**config.mk**
```make
export PLATFORM = sky130hd
export DESIGN_NAME = rgb_decoder
export DESIGN_NICKNAME = d
export VERILOG_FILES = /design/src/rtl/rgb_decoder.sv
export SDC_FILE = /design/constraint.sdc
export NUM_CORES = 1
export LEC_CHECK = 0
export BUFFER_PORTS_ARGS = -buffer_cell sky130_fd_sc_hd__buf_2
export CAP_MARGIN = 15
export CELL_PAD_IN_SITES_DETAIL_PLACEMENT = 0
export CELL_PAD_IN_SITES_GLOBAL_PLACEMENT = 1
export CORE_MARGIN = 2
export CORE_UTILIZATION = 50
export CTS_CLUSTER_DIAMETER = 200
export CTS_CLUSTER_SIZE = 40
export DETAILED_ROUTE_END_ITERATION = 12
export PLACE_DENSITY = 0.84
export SYNTH_ARGS = -nofsm -noshare
export SYNTH_HDL_FRONTEND = slang
export SYNTH_SLANG_ARGS = --single-unit
```
**constraint.sdc**
```tcl
create_clock -name clk -period 2.6 [get_ports clk]
set_input_delay 0.39 -clock clk [delete_from_list [all_inputs] [get_ports clk]]
set_output_delay 0.39 -clock clk [all_outputs]
set_load 0.005 [all_outputs]
```
**src/rtl/rgb_decoder.sv**
```systemverilog
// rgb_decoder
// Buffers 2-bit color codes in a small FIFO and shows each one on a
// one-hot RGB LED output for HOLD_CYCLES clock cycles. Codes are shown
// back to back with no gap.
//
// Parameters
//   HOLD_CYCLES : cycles each code is displayed (1..255)
//   FIFO_DEPTH  : code buffer entries (power of two, 2..16)
//   DUTY        : PWM on-count out of 16 (0..16), used only with RGB_PWM_EN
//
// Optional feature macro
//   RGB_PWM_EN  : when defined, a free-running 4-bit counter dims the LEDs
//                 to DUTY/16. When undefined, the LEDs are steady.
//
// Ports
//   clk        in   single clock, rising edge
//   rst        in   synchronous active-high reset
//   code_valid in   upstream has a code on 'code'
//   code       in   11 red, 10 green, 01 blue, 00 off
//   code_ready out  buffer has room (registered)
//   led_r      out  red LED drive, active-high
//   led_g      out  green LED drive, active-high
//   led_b      out  blue LED drive, active-high
//   busy       out  displaying a code or buffer non-empty
module rgb_decoder #(
  parameter int HOLD_CYCLES = 8,
  parameter int FIFO_DEPTH  = 4,
  parameter int DUTY        = 8
) (
  input  logic       clk,
  input  logic       rst,
  input  logic       code_valid,
  input  logic [1:0] code,
  output logic       code_ready,
  output logic       led_r,
  output logic       led_g,
  output logic       led_b,
  output logic       busy
);

  localparam int PW = (FIFO_DEPTH > 1) ? $clog2(FIFO_DEPTH) : 1;
  localparam int CW = PW + 1;
  localparam logic [CW-1:0] FULL      = CW'(FIFO_DEPTH);
  localparam logic [7:0]    HOLD_LOAD = 8'(HOLD_CYCLES - 1);

  localparam logic [0:0] IDLE = 1'b0;
  localparam logic [0:0] SHOW = 1'b1;

  // Elaboration-time parameter range checks
  if (HOLD_CYCLES < 1 || HOLD_CYCLES > 255) begin : g_bad_hold
    $error("rgb_decoder: HOLD_CYCLES out of range");
  end
  if (FIFO_DEPTH < 2 || FIFO_DEPTH > 16 || (FIFO_DEPTH & (FIFO_DEPTH - 1)) != 0) begin : g_bad_depth
    $error("rgb_decoder: FIFO_DEPTH must be a power of two in 2..16");
  end
  if (DUTY < 0 || DUTY > 16) begin : g_bad_duty
    $error("rgb_decoder: DUTY out of range");
  end

  logic [1:0]    mem [FIFO_DEPTH];
  logic [PW-1:0] wr_ptr;
  logic [PW-1:0] rd_ptr;
  logic [CW-1:0] count;
  logic [CW-1:0] count_next;
  logic [0:0]    state;
  logic [7:0]    hold_cnt;
  logic [2:0]    rgb;
  logic          push;
  logic          pop;

  function automatic logic [2:0] decode(input logic [1:0] c);
    case (c)
      2'b11:   decode = 3'b100;
      2'b10:   decode = 3'b010;
      2'b01:   decode = 3'b001;
      default: decode = 3'b000;
    endcase
  endfunction

  // code_ready is a register that mirrors (count != FULL), so a push can
  // never land in a full buffer and there is no push-through path.
  assign push = code_valid && code_ready;

  // Pop from IDLE as soon as anything is buffered, or from SHOW exactly when
  // the current hold expires, which gives back-to-back display with no gap.
  assign pop = (count != '0) && ((state == IDLE) || (hold_cnt == 8'd0));

  always_comb begin
    count_next = count;
    if (push && !pop) begin
      count_next = count + CW'(1);
    end else if (!push && pop) begin
      count_next = count - CW'(1);
    end
  end

  // Storage array carries no reset; pointers and count define validity.
  always_ff @(posedge clk) begin
    if (push && !rst) begin
      mem[wr_ptr] <= code;
    end
  end

  // FIFO pointers, occupancy, display FSM and LED register.
  always_ff @(posedge clk) begin
    if (rst) begin
      wr_ptr     <= '0;
      rd_ptr     <= '0;
      count      <= '0;
      code_ready <= 1'b1;
      state      <= IDLE;
      hold_cnt   <= 8'd0;
      rgb        <= 3'b000;
    end else begin
      if (push) begin
        wr_ptr <= wr_ptr + PW'(1);
      end
      if (pop) begin
        rd_ptr <= rd_ptr + PW'(1);
      end
      count      <= count_next;
      code_ready <= (count_next != FULL);

      if (pop) begin
        rgb      <= decode(mem[rd_ptr]);
        hold_cnt <= HOLD_LOAD;
        state    <= SHOW;
      end else if (state == SHOW) begin
        if (hold_cnt != 8'd0) begin
          hold_cnt <= hold_cnt - 8'd1;
        end else begin
          state <= IDLE;
          rgb   <= 3'b000;
        end
      end
    end
  end

  assign busy = (state == SHOW) || (count != '0);

`ifdef RGB_PWM_EN
  logic [3:0] pwm_cnt;
  logic       pwm_on;

  // Free-running brightness counter; LEDs are gated while it is >= DUTY.
  always_ff @(posedge clk) begin
    if (rst) begin
      pwm_cnt <= 4'd0;
    end else begin
      pwm_cnt <= pwm_cnt + 4'd1;
    end
  end

  assign pwm_on = ({1'b0, pwm_cnt} < 5'(DUTY));
  assign {led_r, led_g, led_b} = rgb & {3{pwm_on}};
`else
  assign {led_r, led_g, led_b} = rgb;
`endif

endmodule

```
==> flow_metrics.env, run 1 <==
export IMPL_power_leakage_uw=0.000614
export IMPL_die_x_um=57.7
export IMPL_die_area_um2=3330
export IMPL_synthesis_area_um2=1440
export IMPL_worst_setup_path_end_kind="register"
export IMPL_min_period_over_period_pct=82.3
export IMPL_drt_iter0_drc=32
export IMPL_grt_max_degree=22
export IMPL_drt_wl_total_mm=2.41
export IMPL_rsz0062_at_grt="false"
export IMPL_diodes=0
export IMPL_core_rowCount=19
export IMPL_vias=992
export IMPL_pwr_share_comb_pct=45.5
export IMPL_worstMarginPinSlew_ps=450
export IMPL_synthToLayoutAreaGrowth_pct=7.20
export IMPL_first_global_vias=1004
export IMPL_drt_vias_per_instance=5.51
export IMPL_skew_ps=6.91
export IMPL_finalNetCount=162
export IMPL_grt_pass1_wl_mm=4.34
export IMPL_io_pins=10
export IMPL_dp_cells=172
export IMPL_cts_setup_buffers=0
export IMPL_ys_top_cells_by_area="dfxtp_1, edfxtp_1, ha_1, nor2_1, mux4_2"
export IMPL_fin_cells=180
export IMPL_setup_viol=0
export IMPL_synth_top_family_by_area="simple AND/OR/NAND/NOR gates"
export IMPL_finalHoldViolCount=0
export IMPL_cts_repair_resized=0
export IMPL_grt_usage_pct=17.3
export IMPL_synthCells=136
export IMPL_yosysTopAreaCellShare_pct=30.5
export IMPL_clkLatencyLatePin_ps=320
export IMPL_yosysTopAreaCell="dfxtp_1"
export IMPL_core_area_um2=2760
export IMPL_synth_cell_types=38
export IMPL_synth_edf_count=8
export IMPL_final_util_pct=56.1
export IMPL_hpwl_mm=1.82
export IMPL_synthMuxAreaShare_pct=4.94
export IMPL_cts_tree="yes"
export IMPL_synth_area_per_cell_um2=10.6
export IMPL_place_gp_congestion=0.722
export IMPL_drt_pass1_iter_count=7
export IMPL_avgRoutedWirePerCell_um=13.4
export IMPL_ys_ff_latch=30
export IMPL_yosys_area_share_simple_pct=20.0
export IMPL_finalCriticalPeriod_ps=2140
export IMPL_clock_power_share_pct=14.3
export IMPL_synthArstFlopShare_pct=0
export IMPL_power_frac_seq_pct=40.2
export IMPL_p_switching_uw=698
export IMPL_synthAdderAreaFrac_pct=8.59
export IMPL_grt_overflow=0
export IMPL_crit_type="reg -> reg"
export IMPL_synth_compound_area_share_pct=10.5
export IMPL_clkTransAtPathRegs_ps=90
export IMPL_outcome="finished, final reports clean"
export IMPL_yosysWarnings=0
export IMPL_initial_core_util_pct=52.3
export IMPL_slew_headroom_pct=69.8
export IMPL_peakVddDrop_mv=0.750
export IMPL_holdPathStages=1
export IMPL_drv_slew=0
export IMPL_ys_seq_area_share_pct=47.2
export IMPL_hold_worst_slack_ps=298
export IMPL_ys_flop_type="dfxtp_1"
export IMPL_syn_nets=150
export IMPL_ant_nets=0
export IMPL_synthXorXnorAreaFrac_pct=4.86
export IMPL_htreeDepth=2
export IMPL_hold_class="in -> reg"
export IMPL_cts_sinks=30
export IMPL_numPortBuffers=9
export IMPL_drcViolationCount=0
export IMPL_cts_buffer_depth=2
export IMPL_final_fill_count=252
export IMPL_regArea_um2=681
export IMPL_maxCapViolCount=0
export IMPL_grt_antenna_before_repair=0
export IMPL_worstPathRequired_ps=2840
export IMPL_clockRootBuffer="clkbuf_4"
export IMPL_reg2reg_depth=7
export IMPL_cp_start_kind="register"
export IMPL_fmaxAchievable_mhz=468
export IMPL_p_per_area_nw_per_um2=1150
export IMPL_numCtsBuffers=5
export IMPL_fin_setup_tns_ps=0
export IMPL_p_int_uw=1080
export IMPL_switching_share_pct=39.3
export IMPL_chipHeight_um=57.7
export IMPL_crit_fanout=11
export IMPL_cts_hold_repair_buffers=0
export IMPL_drive_gt1_share_pct=17.4
export IMPL_multi_input_area_um2=706
export IMPL_worstPathArrival_ps=2380
==> cell type report <==
class | instances | share of cell area (%)
Clock buffer | 6 | 2.67
Clock inverter | 2 | 0.566
Inverter | 7 | 1.70
Multi-Input combinational cell | 95 | 45.6
Sequential cell | 30 | 44.0
Tap cell | 31 | 2.51
Timing Repair Buffer | 9 | 2.91
==> power by group through the flow <==
stage | logic [uW] | clock network [uW] | registers, uW
3_5_place_dp | 813 | 0 | 724
2_1_floorplan | 692 | 0 | 705
6_report | 808 | 254 | 713
4_1_cts | 819 | 266 | 714
5_1_grt | 930 | 285 | 733
3_3_place_gp | 789 | 0 | 720
==> logic make-up after synthesis <==
kind of cell,Yosys count
and+or+nand+nor,54
DFF,30
AOI/OAI and AO/OA,19
buffers and inverters,11
adders and majority gates,10
xor gates and xnor gates,8
muxes,4
==> path summary, 6_finish.rpt <==
path                            start                    end  slack (ps)
setup / recovery  count[0]$_SDFF_PP0_  code_ready$_SDFF_PP1_         460
hold / removal                code[0]    mem[2][0]$_DFFE_PP_         300
setup reg to reg  count[0]$_SDFF_PP0_  code_ready$_SDFF_PP1_         460
hold reg to reg   rgb[1]$_SDFFE_PP0P_    rgb[1]$_SDFFE_PP0P_         460
==> Yosys cell counts (all sizes together), types with 2 or more instances <==
cell	number
inv	7
ha	9
a211oi	5
nor3b	5
nand2	9
nand3	3
nor4	3
a21o	2
clkbuf	2
a21oi	5
mux2	2
xor2	5
nor2	19
mux4	2
xnor2	3
edfxtp	8
nor2b	3
dfxtp	22
buf	2
nor3	5
==> registers in the layout (all words and copies together) (netlist names), named ones only <==
| register | flops |
|---|---|
| hold_cnt | 8 |
| code_ready | 1 |
| count | 3 |
| mem | 8 |
| state | 1 |
| rgb | 3 |
| rd_ptr | 2 |
| wr_ptr | 2 |
==> critical path, stage by stage (launching register included) <==
cell	delay (ps)
dfxtp_1	430
inv_1	110
ha_1	210
nand2b_1	160
o211a_1	380
mux2_2	400
mux2_4	310
o31ai_2	60
==> per-stage QoR <==
| step | cell area (um2) | setup slack [ps] | power [uW] |
|---|---|---|---|
| 2_1_floorplan | 1440 | 829 | 1400 |
| 3_3_place_gp | 1500 | 532 | 1510 |
| 3_5_place_dp | 1500 | 479 | 1540 |
| 4_1_cts | 1550 | 449 | 1800 |
| 5_1_grt | 1550 | 308 | 1950 |
| 6_report | 1550 | 461 | 1770 |
==> layout by cell type, fill, tap and decap left out, types with 7 or more instances in the layout <==
cell type   n
dfxtp_1    22
nor2_1     19
nand2_1     9
ha_1        9
buf_2       9
edfxtp_1    8
inv_1       7
==> metal layers <==
metal | track usage (%) | vias up | wire length [um]
met1 | 21.5 | 471 | 1140
met5 | 0 | - | 0
met4 | 8.97 | 0 | 46
met3 | 4.69 | 7 | 86
met2 | 27.4 | 16 | 1140
li1 | - | 498 | -
No activity file was read; power rests on OpenSTA's default activity.
==> run 2: changes to the inputs <==
- ABC_AREA: not set -> 1
- CORE_UTILIZATION: 50 -> 39
- PLACE_DENSITY: 0.84 -> 0.74
- clock period: 2.6 -> 1.8 ns (I/O delays scaled with it)
==> flow_metrics.env, run 2 <==
export IMPL_io_pins=10
export IMPL_ys_ff_latch=30
export IMPL_drt_wl_total_mm=2.41
export IMPL_clockRootBuffer="clkbuf_4"
export IMPL_worst_setup_path_end_kind="primary output"
export IMPL_crit_type="reg -> out"
export IMPL_grt_max_degree=12
export IMPL_cts_buffer_depth=2
export IMPL_syn_nets=186
export IMPL_synth_common_cells="inv_1, nand2_1, dfxtp_1, nor2_1, a21oi_1"
export IMPL_grt_antenna_before_repair=0
export IMPL_cpMaxStageDelayCell="dfxtp_1"
export IMPL_synthesis_area_um2=1420
export IMPL_grt_pass1_wl_mm=4.46
export IMPL_rr_endpoint="code_ready$_SDFF_PP1_"
export IMPL_worstPathArrival_ps=1440
export IMPL_drcViolationCount=0
export IMPL_cts_hold_repair_buffers=0
export IMPL_slew_headroom_pct=80.8
export IMPL_final_cell_mix="inv_1, nand2_1, dfxtp_1, nor2_1, a21oi_1"
export IMPL_drv_slew=0
export IMPL_final_util_pct=47.1
export IMPL_yosys_area_share_simple_pct=22.3
export IMPL_drive_gt1_share_pct=17.7
export IMPL_hpwl_mm=1.86
export IMPL_synth_edf_count=8
export IMPL_holdPathStages=1
export IMPL_synthXorXnorAreaFrac_pct=3.09
export IMPL_vias=1048
export IMPL_synth_compound_area_share_pct=9.44
export IMPL_dp_cells=227
export IMPL_crit_family="simple AND/OR/NAND/NOR gates"
export IMPL_rsz0062_at_grt="false"
export IMPL_p_per_area_nw_per_um2=1600
export IMPL_drt_vias_per_instance=4.40
export IMPL_skew_ps=6.81
export IMPL_chipHeight_um=64.3
export IMPL_synthCells=172
export IMPL_core_rowCount=21
export IMPL_ys_flop_type="dfxtp_1"
export IMPL_ff2ff_setup_slack_ps=220
export IMPL_drt_pass1_iter_count=4
export IMPL_crit_buf_inv=2
export IMPL_cts_tree="yes"
export IMPL_core_area_um2=3420
export IMPL_cts_sinks=30
export IMPL_die_x_um=64.3
export IMPL_crit_chain="inv_1 > ha_1 > nand2_2 > or2_2 > buf_2"
export IMPL_power_leakage_uw=0.000730
export IMPL_crit_fanout=6
export IMPL_synthAdderAreaFrac_pct=7.94
export IMPL_peakVddDrop_mv=0.565
export IMPL_hold_path_end="mem[2][1]$_DFFE_PP_"
export IMPL_outcome="finished, final reports clean"
export IMPL_yosysTopAreaCellShare_pct=31.0
export IMPL_diodes=0
export IMPL_synth_top_family_by_area="simple AND/OR/NAND/NOR gates"
export IMPL_ant_nets=0
export IMPL_place_ws_ps=68.0
export IMPL_clkTransAtPathRegs_ps=90
export IMPL_finalNetCount=205
export IMPL_clkLatencyLatePin_ps=330
export IMPL_setup_viol=0
export IMPL_initial_core_util_pct=41.5
export IMPL_numPortBuffers=9
export IMPL_synth_area_per_cell_um2=8.25
export IMPL_first_global_vias=1046
export IMPL_ys_seq_area_share_pct=48.0
export IMPL_worstPathRequired_ps=1530
export IMPL_grt_overflow=0
export IMPL_drt_iter0_drc=13
export IMPL_fin_cells=238
export IMPL_fin_setup_tns_ps=0
export IMPL_setup_ws_ps=89.6
export IMPL_synthArstFlopShare_pct=0
export IMPL_yosysWarnings=0
export IMPL_yosysMostFrequentCell="inv_1"
export IMPL_die_area_um2=4140
export IMPL_yosysTopAreaCell="dfxtp_1"
export IMPL_final_common_cell="inv_1"
export IMPL_largestRegisters="hold_cnt: 8 flops, mem: 8 flops"
export IMPL_htreeDepth=2
export IMPL_hold_worst_slack_ps=158
export IMPL_final_fill_count=348
export IMPL_reg2reg_depth=10
export IMPL_ys_top_cells_by_area="dfxtp_1, edfxtp_1, inv_1, ha_1, nand2_1"
export IMPL_place_gp_congestion=0.769
export IMPL_numCtsBuffers=5
export IMPL_min_period_over_period_pct=95.0
export IMPL_max_stage_delay_ps=340
export IMPL_finalCriticalPeriod_ps=1710
export IMPL_r2r_start="hold_cnt[0]$_SDFFE_PP0P_"
export IMPL_hold_start="code[1]"
export IMPL_cp_start_kind="register"
export IMPL_worstMarginPinSlew_ps=286
export IMPL_hold_class="in -> reg"
export IMPL_avgRoutedWirePerCell_um=10.1
export IMPL_finalHoldViolCount=0
export IMPL_fmaxAchievable_mhz=585
export IMPL_synthMuxAreaShare_pct=0
export IMPL_grt_usage_pct=14.4
export IMPL_synth_cell_types=23
export IMPL_maxCapViolCount=0
export IMPL_synthToLayoutAreaGrowth_pct=13.3
## run 2: cell count changes in the layout (fill, tap and decap cells not counted), moves of 5 or more
cell,before,now
inv_1,7,30
nand2_1,9,26
o21ai_0,0,9
a21oi_1,5,13
a211oi_1,5,0
buf_4,0,5
nand3_1,3,8
nor2_2,0,5
nor3b_1,5,0
## run 2: how the worst max path moves through the flow
stage | start | endpoint | slack, ps | depth (start not counted)
6_report | count[1]$_SDFF_PP0_ | busy | 90 | 5
5_1_grt | count[1]$_SDFF_PP0_ | busy | 3 | 5
4_1_cts | count[0]$_SDFF_PP0_ | busy | 30 | 5
3_5_place_dp | hold_cnt[0]$_SDFFE_PP0P_ | code_ready$_SDFF_PP1_ | 70 | 11
3_3_place_gp | hold_cnt[0]$_SDFFE_PP0P_ | code_ready$_SDFF_PP1_ | 170 | 10
2_1_floorplan | count[0]$_SDFF_PP0_ | code_ready$_SDFF_PP1_ | 360 | 10
## run 2: stage by stage
| stage | cell area, um2 | power [uW] |
|---|---|---|
| after CTS | 1570 | 2510 |
| after global routing | 1610 | 2880 |
| after detailed placement | 1520 | 2120 |
| after floorplan | 1420 | 1850 |
| after global placement | 1520 | 2090 |
| final | 1610 | 2580 |
## run 2: what timing repair did
item                                    in CTS  in global routing
pin swaps                                    0                  2
endpoints found under the setup margin       1                  7
resized for setup                            1                  4
buffers inserted                             0                  3
## run 2: power by group
part	switching, uW	total, uW	leakage [uW]	internal (uW)
sequential	106	980	0.000254	874
combinational	735	1220	0.000446	489
clock	226	373	0.0000297	146
total	1070	2580	0.000730	1510
## run 2: logic make-up (layout without fill, tap and decap cells)
family	Yosys count	after routing
simple gates	70	70
fa+ha+maj	9	9
flops	30	30
compound gates	25	25
xor+xnor	5	5
buf+inv	33	53
## run 2: cell type report
| cell class | instances | area (um2) | share of cell area (%) |
|---|---|---|---|
| clock inverters | 2 | 8.76 | 0.545 |
| clock buffers | 6 | 41.3 | 2.57 |
| multi-input cells | 109 | 619 | 38.5 |
| repair buffers | 14 | 82.6 | 5.14 |
| inverters | 31 | 116 | 7.24 |
| well taps | 46 | 57.6 | 3.58 |
| flip-flops and latches | 30 | 682 | 42.4 |
## run 2: worst register-to-register path: stages, from the launching register on
cell and delay, ps:
dfxtp_1 330, inv_1 90, ha_1 150, nand2_1 80
o21ai_4 210, buf_4 190, nand3_2 100, nand3_1 130
nand2_1 60, nor2_1 100, nand2_1 50
## run 2: metal layers
layer / wire length, um / up-vias / GRT usage, %
met1: 1210 / 448 / 17.0
li1: - / 583 / -
met4: 60 / 0 / 7.18
met5: 0 / - / 0
met3: 94 / 6 / 5.81
met2: 1040 / 11 / 22.8
==> run 3: changes to the inputs <==
- ABC_AREA: 1 -> not set
- CORE_UTILIZATION: 39 -> 50
- PLACE_DENSITY: 0.74 -> 0.84
- SKIP_LAST_GASP: not set -> 1
- clock period: 1.8 -> 2 ns (I/O delays scaled with it)
==> flow_metrics.env, run 3 (synthesis results as in run 1) <==
export IMPL_final_area_um2=1580
export IMPL_numPortBuffers=9
export IMPL_largestRegisters="hold_cnt: 8 flops, mem: 8 flops"
export IMPL_final_fill_count=229
export IMPL_grt_usage_pct=17.9
export IMPL_rsz0062_at_grt="true"
export IMPL_place_gp_congestion=0.749
export IMPL_worst_setup_path_end_kind="register"
export IMPL_skew_ps=9.61
export IMPL_die_area_um2=3330
export IMPL_fin_setup_tns_ps=0
export IMPL_placedInstanceArea_um2=1530
export IMPL_drt_vias_per_instance=5.49
export IMPL_final_cell_mix="dfxtp_1, nor2_1, nand2_1, ha_1, buf_2"
export IMPL_slew_headroom_pct=66.0
export IMPL_core_rowCount=19
export IMPL_fmaxAchievable_mhz=534
export IMPL_power_leakage_uw=0.000633
export IMPL_numCtsBuffers=5
export IMPL_outcome="finished, final reports clean"
export IMPL_switching_share_pct=39.7
export IMPL_maxCapViolCount=0
export IMPL_drt_wl_total_mm=2.56
export IMPL_grt_overflow=0
export IMPL_grt_antenna_before_repair=0
export IMPL_first_global_vias=1009
export IMPL_cts_setup_buffers=0
export IMPL_pwr_share_comb_pct=47.6
export IMPL_final_common_cell="dfxtp_1"
export IMPL_drt_pass1_iter_count=4
export IMPL_p_switching_uw=965
export IMPL_hold_class="in -> reg"
export IMPL_drive_gt1_share_pct=20.9
export IMPL_diodes=0
export IMPL_worstPathRequired_ps=2260
export IMPL_p_per_area_nw_per_um2=1540
export IMPL_power_frac_seq_pct=38.1
export IMPL_cts_buffer_depth=2
export IMPL_htreeDepth=2
export IMPL_hold_worst_slack_ps=193
export IMPL_clock_power_share_pct=14.3
export IMPL_worstMarginPinSlew_ps=507
export IMPL_chipHeight_um=57.7
export IMPL_regArea_um2=682
export IMPL_die_x_um=57.7
export IMPL_ant_nets=0
export IMPL_core_area_um2=2760
export IMPL_peakVddDrop_mv=1.03
export IMPL_min_period_over_period_pct=93.6
export IMPL_ff2ff_setup_slack_ps=130
export IMPL_grt_max_degree=22
export IMPL_cp_start_kind="register"
export IMPL_io_pins=10
export IMPL_avgRoutedWirePerCell_um=13.9
export IMPL_cts_sinks=30
export IMPL_finalHoldViolCount=0
export IMPL_multi_input_area_um2=706
export IMPL_initial_core_util_pct=52.3
export IMPL_p_int_uw=1470
export IMPL_crit_fanout=5
export IMPL_vias=1011
export IMPL_drcViolationCount=0
export IMPL_cts_repair_resized=0
export IMPL_synthToLayoutAreaGrowth_pct=9.63
export IMPL_crit_type="reg -> reg"
export IMPL_hpwl_mm=1.87
export IMPL_finalNetCount=166
export IMPL_worstPathArrival_ps=2130
export IMPL_setup_viol=0
export IMPL_cts_tree="yes"
export IMPL_clkLatencyLatePin_ps=330
export IMPL_cts_hold_repair_buffers=0
export IMPL_clockRootBuffer="clkbuf_4"
export IMPL_clkTransAtPathRegs_ps=100
export IMPL_grt_pass1_wl_mm=4.49
export IMPL_drv_slew=0
export IMPL_drt_iter0_drc=41
export IMPL_finalCriticalPeriod_ps=1870
run 3: final timing paths:
kind                           endpoint  cells past startpoint                      from
hold / removal      mem[3][0]$_DFFE_PP_                      1                   code[0]
setup / recovery  code_ready$_SDFF_PP1_                      7  hold_cnt[0]$_SDFFE_PP0P_
setup reg to reg  code_ready$_SDFF_PP1_                      7  hold_cnt[0]$_SDFFE_PP0P_
hold reg to reg     rgb[1]$_SDFFE_PP0P_                      2       rgb[1]$_SDFFE_PP0P_
run 3: power by group through the flow:
| stage | sequential (uW) | clock, uW | combinational (uW) |
|---|---|---|---|
| after detailed placement | 941 | 0 | 1150 |
| after global placement | 930 | 0 | 1110 |
| after CTS | 927 | 361 | 1160 |
| after floorplan | 916 | 0 | 899 |
| final | 928 | 348 | 1160 |
| after global routing | 951 | 383 | 1320 |
run 3: per-stage QoR:
| stage | setup slack (ps) | power, uW | utilization, % | cells |
|---|---|---|---|---|
| 6_report | 129 | 2430 | 57.4 | 184 |
| 4_1_cts | 118 | 2450 | 57.3 | 184 |
| 3_3_place_gp | 184 | 2040 | 55.4 | 176 |
| 3_5_place_dp | 125 | 2090 | 55.4 | 176 |
| 5_1_grt | -28.3 | 2650 | 57.4 | 184 |
| 2_1_floorplan | 229 | 1820 | - | 136 |
run 3: area by class of cell:
| cell class | count | share of cell area, % |
|---|---|---|
| multi-input combinational | 95 | 44.6 |
| sequential | 30 | 43.1 |
| timing repair buffer | 13 | 4.75 |
| tap | 31 | 2.45 |
| clock buffer | 5 | 2.37 |
| inverter | 7 | 1.66 |
| clock inverter | 3 | 1.03 |
run 3: routing by layer:
metal	routed length, um	global-route usage [%]	up-vias	part of all wire (%)
li1	-	-	510	-
met1	1260	24.0	475	49
met2	1170	26.3	18	46
met3	75	4.69	8	2.9
met4	58	9.97	0	2.3
met5	0	0	-	0
run 3: critical path, stage by stage, from the launching register on:
cell,delay (ps)
dfxtp_2,340
inv_1,70
ha_1,160
nor3b_1,250
o211a_1,260
mux2_2,360
mux2_4,310
o31ai_2,60
